`src/rtl/busdebugger_pkg.sv`:
```
// rtl/busdebugger_pkg.sv - shared constants for the bus debugger command controller
//
// Purpose : command byte values, FSM state encoding and status byte layout
//           shared by busdebugger_cmd_ctrl and anything that decodes its
//           status byte.
// Ports   : none (package)

package busdebugger_pkg;

    // Command bytes (ASCII)
    localparam logic [7:0] CMD_ARM      = 8'h61;   // 'a'
    localparam logic [7:0] CMD_TRIGGER  = 8'h74;   // 't'
    localparam logic [7:0] CMD_DUMP     = 8'h64;   // 'd'
    localparam logic [7:0] CMD_CLEAR    = 8'h63;   // 'c'
    localparam logic [7:0] CMD_STATUS   = 8'h73;   // 's'
    localparam logic [7:0] CMD_LOAD     = 8'h54;   // 'T'
    localparam logic [7:0] CMD_NOMATCH  = 8'h78;   // 'x'

    // FSM state encoding; the value is reported verbatim in the status byte
    localparam logic [2:0] ST_IDLE      = 3'd0;
    localparam logic [2:0] ST_ARMED     = 3'd1;
    localparam logic [2:0] ST_CAPTURED  = 3'd2;
    localparam logic [2:0] ST_DUMPING   = 3'd3;
    localparam logic [2:0] ST_LOAD_ADDR = 3'd4;
    localparam logic [2:0] ST_RESPOND   = 3'd5;

    // Status byte bit positions
    localparam int STAT_STATE_LSB = 5;
    localparam int STAT_ERR_BIT   = 4;
    localparam int STAT_EN_BIT    = 3;
    localparam int STAT_REC_BIT   = 2;

    function automatic logic [7:0] status_byte(
        input logic [2:0] st,
        input logic       err,
        input logic       en,
        input logic       rec
    );
        logic [7:0] b;
        b = 8'h00;
        b[STAT_STATE_LSB +: 3] = st;
        b[STAT_ERR_BIT]        = err;
        b[STAT_EN_BIT]         = en;
        b[STAT_REC_BIT]        = rec;
        return b;
    endfunction

endpackage

```
`src/rtl/busdebugger_cmd_ctrl.sv`:
```
// rtl/busdebugger_cmd_ctrl.sv - command sequencer for the serial bus debugger
//
// Purpose : accepts command bytes from the USART receiver, drives the
//           capture/dump strobes of the snooper and dumper, holds the
//           programmable trigger address and returns status bytes on the
//           response stream. Single clock domain (comm_clock).
// Ports   : comm_clock, reset_n (async, active-low)
//           cmd_valid/cmd_ready/cmd_data      - command byte stream in
//           resp_valid/resp_ready/resp_data   - status/echo byte stream out
//           record_end (level), dump_end (pulse) - snooper/dumper events
//           record_start, record_trigger, dump_start, capture_clear - pulses
//           trigger_addr, trigger_addr_en     - programmed match address
// Config  : BUSDEBUGGER_CMD_ECHO_EN - echo every accepted byte on the
//           response stream before the command's own effect/response.

module busdebugger_cmd_ctrl
    import busdebugger_pkg::*;
#(
    parameter int ADDR_WIDTH = 32
) (
    input  logic                  comm_clock,
    input  logic                  reset_n,
    input  logic                  cmd_valid,
    output logic                  cmd_ready,
    input  logic [7:0]            cmd_data,
    output logic                  resp_valid,
    input  logic                  resp_ready,
    output logic [7:0]            resp_data,
    input  logic                  record_end,
    input  logic                  dump_end,
    output logic                  record_start,
    output logic                  record_trigger,
    output logic                  dump_start,
    output logic                  capture_clear,
    output logic [ADDR_WIDTH-1:0] trigger_addr,
    output logic                  trigger_addr_en
);

    localparam int ADDR_BYTES = ADDR_WIDTH / 8;
    localparam int CNT_W      = $clog2(ADDR_BYTES + 1);

    logic [2:0]            r_state;
    logic [2:0]            r_ret_state;     // state to return to after LOAD_ADDR / RESPOND
    logic                  r_live;          // holds cmd_ready low until the first edge after reset
    logic                  r_cmd_pend;
    logic [7:0]            r_cmd_byte;
    logic                  r_resp_valid;
    logic [7:0]            r_resp_data;
    logic                  r_record_start;
    logic                  r_record_trigger;
    logic                  r_dump_start;
    logic                  r_capture_clear;
    logic [ADDR_WIDTH-1:0] r_trig_addr;
    logic                  r_trig_en;
    logic                  r_error;
    logic [ADDR_WIDTH-1:0] r_addr_shift;    // shadow; only copied out when complete
    logic [CNT_W-1:0]      r_byte_cnt;

    logic                  w_accept_state;
    logic                  w_cmd_hs;
    logic                  w_resp_hs;
    logic                  w_event;
    logic                  w_eval;
    logic                  w_last_byte;
    logic [ADDR_WIDTH+7:0] w_shift_wide;
    logic [ADDR_WIDTH-1:0] w_addr_next;

    assign w_accept_state = (r_state == ST_IDLE)     || (r_state == ST_ARMED) ||
                            (r_state == ST_CAPTURED) || (r_state == ST_LOAD_ADDR);

    // The one-entry command register must be empty, and no response byte
    // may be outstanding, before another byte is taken.
    assign cmd_ready = r_live && w_accept_state && !r_cmd_pend && !r_resp_valid;
    assign w_cmd_hs  = cmd_valid && cmd_ready;
    assign w_resp_hs = r_resp_valid && resp_ready;

    // Snooper/dumper events win over a pending command; the command stays
    // held and is evaluated against the new state next cycle.
    assign w_event = ((r_state == ST_ARMED)   && record_end) ||
                     ((r_state == ST_DUMPING) && dump_end);

    // Waiting for !r_resp_valid orders any echo byte ahead of the
    // command's own response.
    assign w_eval = r_cmd_pend && !r_resp_valid && !w_event;

    assign w_last_byte  = (r_byte_cnt == CNT_W'(ADDR_BYTES - 1));
    assign w_shift_wide = {r_addr_shift, r_cmd_byte};
    assign w_addr_next  = w_shift_wide[ADDR_WIDTH-1:0];

    always_ff @(posedge comm_clock or negedge reset_n) begin
        if (!reset_n) begin
            r_state          <= ST_IDLE;
            r_ret_state      <= ST_IDLE;
            r_live           <= 1'b0;
            r_cmd_pend       <= 1'b0;
            r_cmd_byte       <= 8'h00;
            r_resp_valid     <= 1'b0;
            r_resp_data      <= 8'h00;
            r_record_start   <= 1'b0;
            r_record_trigger <= 1'b0;
            r_dump_start     <= 1'b0;
            r_capture_clear  <= 1'b0;
            r_trig_addr      <= '0;
            r_trig_en        <= 1'b0;
            r_error          <= 1'b0;
            r_addr_shift     <= '0;
            r_byte_cnt       <= '0;
        end else begin
            r_live           <= 1'b1;
            r_record_start   <= 1'b0;
            r_record_trigger <= 1'b0;
            r_dump_start     <= 1'b0;
            r_capture_clear  <= 1'b0;

            if (w_cmd_hs) begin
                r_cmd_pend <= 1'b1;
                r_cmd_byte <= cmd_data;
`ifdef BUSDEBUGGER_CMD_ECHO_EN
                r_resp_valid <= 1'b1;
                r_resp_data  <= cmd_data;
`endif
            end

            if (w_resp_hs) begin
                r_resp_valid <= 1'b0;
                // Only the status byte (sent from RESPOND) clears the error;
                // an echo byte never does.
                if (r_state == ST_RESPOND) begin
                    r_state <= r_ret_state;
                    r_error <= 1'b0;
                end
            end

            if (w_event) begin
                if (r_state == ST_ARMED) begin
                    r_state <= ST_CAPTURED;
                end else begin
                    r_state <= ST_IDLE;
                end
            end

            // Capture completing while parked in LOAD_ADDR/RESPOND still
            // takes effect on the state we return to.
            if (((r_state == ST_LOAD_ADDR) || (r_state == ST_RESPOND)) &&
                (r_ret_state == ST_ARMED) && record_end) begin
                r_ret_state <= ST_CAPTURED;
            end

            if (w_eval) begin
                r_cmd_pend <= 1'b0;
                if (r_state == ST_LOAD_ADDR) begin
                    r_addr_shift <= w_addr_next;
                    if (w_last_byte) begin
                        r_trig_addr <= w_addr_next;
                        r_trig_en   <= 1'b1;
                        r_state     <= r_ret_state;
                        r_byte_cnt  <= '0;
                    end else begin
                        r_byte_cnt <= r_byte_cnt + 1'b1;
                    end
                end else begin
                    case (r_cmd_byte)
                        CMD_ARM: begin
                            if ((r_state == ST_IDLE) || (r_state == ST_CAPTURED)) begin
                                r_record_start <= 1'b1;
                                r_state        <= ST_ARMED;
                            end
                        end
                        CMD_TRIGGER: begin
                            if (r_state == ST_ARMED) begin
                                r_record_trigger <= 1'b1;
                            end
                        end
                        CMD_DUMP: begin
                            if (r_state == ST_CAPTURED) begin
                                r_dump_start <= 1'b1;
                                r_state      <= ST_DUMPING;
                            end else begin
                                r_error <= 1'b1;
                            end
                        end
                        CMD_CLEAR: begin
                            r_capture_clear <= 1'b1;
                            r_state         <= ST_IDLE;
                        end
                        CMD_STATUS: begin
                            r_ret_state  <= r_state;
                            r_state      <= ST_RESPOND;
                            r_resp_valid <= 1'b1;
                            r_resp_data  <= status_byte(r_state, r_error, r_trig_en, record_end);
                        end
                        CMD_LOAD: begin
                            r_ret_state  <= r_state;
                            r_state      <= ST_LOAD_ADDR;
                            r_byte_cnt   <= '0;
                            r_addr_shift <= '0;
                        end
                        CMD_NOMATCH: begin
                            r_trig_en <= 1'b0;
                        end
                        default: begin
                            r_error <= 1'b1;
                        end
                    endcase
                end
            end
        end
    end

    assign resp_valid      = r_resp_valid;
    assign resp_data       = r_resp_data;
    assign record_start    = r_record_start;
    assign record_trigger  = r_record_trigger;
    assign dump_start      = r_dump_start;
    assign capture_clear   = r_capture_clear;
    assign trigger_addr    = r_trig_addr;
    assign trigger_addr_en = r_trig_en;

endmodule

```
`config.mk`:
```
export PLATFORM = sky130hd
export DESIGN_NAME = busdebugger_cmd_ctrl
export DESIGN_NICKNAME = d
export VERILOG_FILES = /design/src/rtl/busdebugger_pkg.sv /design/src/rtl/busdebugger_cmd_ctrl.sv
export SDC_FILE = /design/constraint.sdc
export NUM_CORES = 1
export LEC_CHECK = 0
export ABC_AREA = 1
export CAP_MARGIN = 5
export CORE_MARGIN = 5
export CORE_UTILIZATION = 30
export CTS_CLUSTER_SIZE = 16
export DETAILED_ROUTE_END_ITERATION = 8
export REMOVE_ABC_BUFFERS = 1
export SYNTH_ARGS = -nofsm -noshare
export SYNTH_HDL_FRONTEND = slang
export SYNTH_SLANG_ARGS = --single-unit
export TNS_END_PERCENT = 50
```
`constraint.sdc`:
```
create_clock -name comm_clock -period 4.2 [get_ports comm_clock]
set_input_delay 0.84 -clock comm_clock [delete_from_list [all_inputs] [get_ports comm_clock]]
set_output_delay 0.84 -clock comm_clock [all_outputs]
set_load 0.03 [all_outputs]
```
Yosys cells after proc, flatten, opt, wreduce, memory -nomap -nowiden --
Cells that the tools add are included.
Cells by class: $add $sub $neg 1, $mul 0, div/mod/pow operators 0, $lt $le $gt $ge 0, equal/unequal tests 15, shift operators 0, muxes and demuxes 49, bitwise operators 1, reduce and logical (&&, ||, !) cells 30
Operators with widths (number):
- $eq 8x7->1 const B | 7
- $mux 24 | 2
- $mux 3 | 15
- $mux 1 | 29
- $pmux 3 s5 | 1
- $logic_and 1x1->1 | 11
- $eq 3x2->1 const B | 3
- $reduce_and 3->1 | 3
- $eq 3x1->1 const B | 2
- $eq 3x3->1 const B | 2
- $logic_or 1x1->1 | 6
- $reduce_bool 2->1 | 3
- $reduce_or 6->1 | 1
- $add 3x1->3 const B | 1
- $logic_not 1->1 | 3
- $logic_not 3->1 | 1
- $mux 2 | 1
- $ne 2x2->1 const B | 1
- $pmux 1 s2 | 1
- $reduce_and 2->1 | 1
- $reduce_or 2->1 | 1
- $not 1->1 | 1
Word-level totals: register bits 88, bits in latches 0, bits in writable memories 0, memory bits (read-only) 0, input port bits 14, output and inout bits 47, word-level logic and storage cells 112, memories kept 0

Logic depth before layout (Yosys ltp) --
depth after elaboration 10, mapped depth 10, depth with buffers taken out 10

Worst setup path before layout --
No wires, ideal clock.
path type reg2out, start register r_state[1], end output port cmd_ready, data arrival time 1117 ps, data required time 3360 ps, slack 2243 ps, cell stages (with the launch flop) 4, path buffers 0, cells stage by stage dfrtp_1 nor2_1 nand2_2 a21oi_2
On the way: word-level cells in the longest chain between the ends 7, elaborated cells on any way between the ends 10, classes of those cells 3 x eq/ne; 7 x reduce/logical
RTL lines:
- from (decl) | line busdebugger_cmd_ctrl.sv:42 | logic [2:0] r_state;
- from (signal assigned) | line busdebugger_cmd_ctrl.sv:129 | r_state <= r_ret_state;
- from (signal assigned) | line busdebugger_cmd_ctrl.sv:156 | r_state <= r_ret_state;
- $eq 3x1->1 or $logic_not 3->1 (tied branches) | line busdebugger_cmd_ctrl.sv:68 | assign w_accept_state = (r_state == ST_IDLE) || (r_state == ST_ARMED) ||
- $logic_or 1x1->1 (2 in series) | line busdebugger_cmd_ctrl.sv:68
- $logic_or 1x1->1 * | line busdebugger_cmd_ctrl.sv:69 | (r_state == ST_CAPTURED) || (r_state == ST_LOAD_ADDR);
- $logic_and 1x1->1 * (3 in series) | line busdebugger_cmd_ctrl.sv:73 | assign cmd_ready = r_live && w_accept_state && !r_cmd_pend && !r_resp_valid;
- to (decl) | line busdebugger_cmd_ctrl.sv:24 | output logic cmd_ready,
Mark *: on every way between the ends. The rest lies on a longest branch, timed or not.

Final worst setup path --
Ends and elaborated chain as after synthesis.

==> impl_results.md <==
* Critical Path AT at 2.10 ns
* Routing usage on met2 at 0.1813
* Clock transition at path regs at about 0.06 ns
* Vias per cell at between 4 and 5
* M1 GR Usage at 0.1686
* Peak supply drop at 227.5 uV
* Critical path required time at ~3.4 ns
* GRT Util Overall at 0.1230
* Clock Skews at about 0.0074 ns
* Largest net degree at the start of global routing at 66
* Max Fclk at around 340 MHz
* Nets@finish at about 470
* Die area at around 15000 um2
* Most Crowded Layer GR: met2
* Tmin final at 2.943 ns
* DRT iter0 DRCs at roughly 140
* CTS Buf Count at 9
* IO Count at 61
* Slew Limit Fails at 0
* Pwr dens at approximately 700 nW/um2
* MaxCap Viol Count at 0
* Routability cong. at between 0.8 and 0.9
* Slowest cell on crit path: clkdlybuf4s50_1
* Kind of critical path: reg -> out
* Worst-Margin Slew at just over 0.8 ns
* Final Total Pwr at roughly 3.4 mW
* Most frequent cell after synthesis: dfrtp_1
* Remaining Overflow, GRT at 0
* Via Count at 2785
* H-tree Lvls at 3
* Post-synthesis sequential area ratio at 0.5886
* Ys flop type: dfrtp_1
* Layout cell share with drive strength beyond 1 at 0.1053
* Root buffer cell: clkbuf_16
* Netlist Area Pre-Place at 3741 um2
* Initial antenna violation count at 0
* Post-synth EDFFs at 0
* # fillers at 1231
* Status: completed
* CP Cell Sequence: nor2_1, nand2_2, a21oi_2, clkdlybuf4s50_1
* DR DRC count at 0
* IO buf count at a little under 60
* Die H at ~120 um
* # clock sinks at around 90
* DPL Wire Length at roughly 5900 um
* CTS tree: yes
* RSZ-0062 raised after global routing: no
* CTS Hold Bufs at 0
* Final hold violations at 0
* Gate Count Post-Synth at between 300 and 400
* Mean post-synth cell area at 9.519 um2
* Pre-CTS WS at approximately 1.1 ns
* # rows at 40
* Met3 Track Usage GR at 0.03110
* Number of global-route vias before repair at roughly 2800
* Area delta synth->final at 25.45%
* ANT nets after route at 0
* Synth cell count leaders: dfrtp_1 (88), nand2_1 (76), inv_1 (51)
* Worst-Skew Late Latency at 0.34 ns
* Setup violators final at 0
* Crit path capture type: output port
* Placed cell count at 608
* Placeable Area at approximately 12000 um2
* Lkg Pwr at about 2.2 nW
* CP Launch Type: flop
* ANT cells at 0
* DRT Wirelength at around 8400 um
* Yosys top cell area share at 0.5886
* Fin cells at around 620
* Ys Warns at 0
* Die W at between 100 and 150 um
* Area contributors post-synth: dfrtp_1 (59%), nand2_1 (7.6%), inv_1 (5.1%), o22ai_1 (4.0%), o21ai_1 (3.2%)
* Worst hold path type: reg -> reg
* Synth Register Bits at 88
* Fin worst setup slack at between 1 and 1.5 ns
* Final TNS setup at 0 ns
* Synth area leader: dfrtp_1
* Global-route wire length before repair at roughly 14000 um
* CP Max Fanout at 6
* Initial Utilization at 0.3089
* Part of the cycle the worst path needs at 0.7008
* Netlist cell types at 33
* CP max stage delay at ~0.7 ns
* CP top delay family: buffers and inverters
* Hold_ws at approximately 0.47 ns
* WL/cell at between 10 and 15 um
* Max-slew headroom at 0.4586
* Crit path buffers/inverters at 1
* Async S/R FF share, synth at 1.000
* Drt pass-1 iters at 4
* CTS resizes at 0
* Max clock buf depth at 2
* Setup Fix Bufs, Post-CTS at 0
-- kinds of logic after synthesis --
| logic type | count (synthesis) | share of synthesized area |
|---|---|---|
| compound gates | 83 | 0.1385 |
| fa+ha+maj | 1 | 0.003344 |
| buf+inv | 70 | 0.08963 |
| flops | 88 | 0.5886 |
| other cells | 2 | 0.002007 |
| simple gates | 149 | 0.1779 |
-- path summary, 6_finish.rpt --
check	depth (start not counted)	startpoint	slack (ns)	endpoint
max in group asynchronous	2	reset_n	2.75	r_cmd_byte[3]
min in group asynchronous	1	reset_n	0.59	record_trigger
setup reg to reg	8	r_state[2]	1.73	trigger_addr[12]
hold / removal	2	resp_data[2]	0.47	resp_data[2]
hold reg to reg	2	resp_data[2]	0.47	resp_data[2]
setup / recovery	4	r_state[1]	1.26	cmd_ready
-- placed cells by master (no fill, tap or decap), types with 3 or more instances in the layout --
master / n
a21oi_1: 11
buf_4: 4
clkbuf_16: 9
clkdlybuf4s50_1: 57
conb_1: 3
dfrtp_1: 88
inv_1: 51
inv_2: 4
nand2_1: 76
nand2_2: 5
nand3_1: 23
nand4_1: 3
nor2_1: 30
nor3_1: 4
o21ai_0: 5
o21ai_1: 24
o21ai_2: 13
o22ai_1: 24
-- sequential cells by signal, summed over array words and instances (netlist names), 3 cells and up --
signal        count
trigger_addr     32
r_addr_shift     24
r_cmd_byte        8
resp_data         6
r_byte_cnt        3
r_ret_state       3
r_state           3
-- tightest hold or removal path, stage by stage (launching register included) --
cell and delay [ns]:
dfrtp_1 0.34, nand2_1 0.05, nand2_1 0.05
-- stage by stage --
step	util	area (um2)
floorplan	-	3616
global placement	0.3655	4427
detailed placement	0.3655	4427
CTS	0.3875	4693
global route	0.3875	4693
finish	0.3875	4693
-- cell type report --
type	instances	area (um2)	area share
sequential	88	2202	0.4692
multi-input combinational	236	1207	0.2573
clock inverter	5	33.78	0.007198
tap	168	210.2	0.04479
timing repair buffer	61	600.6	0.1280
inverter	55	206.4	0.04399
clock buffer	11	232.7	0.04959
-- layer usage --
layer / share of wire / wire length, um
met5: 0 / 0
met1: 0.48 / 4027
met3: 0.054 / 454
met2: 0.44 / 3728
met4: 0.026 / 218
-- report_power, final --
part           switching (mW)  total [mW]  internal, mW
registers               0.174        1.34          1.16
clock network           0.319       0.719         0.400
logic                   0.831        1.31         0.482
total                    1.32        3.37          2.04
Power figures use the tool's default switching activity.
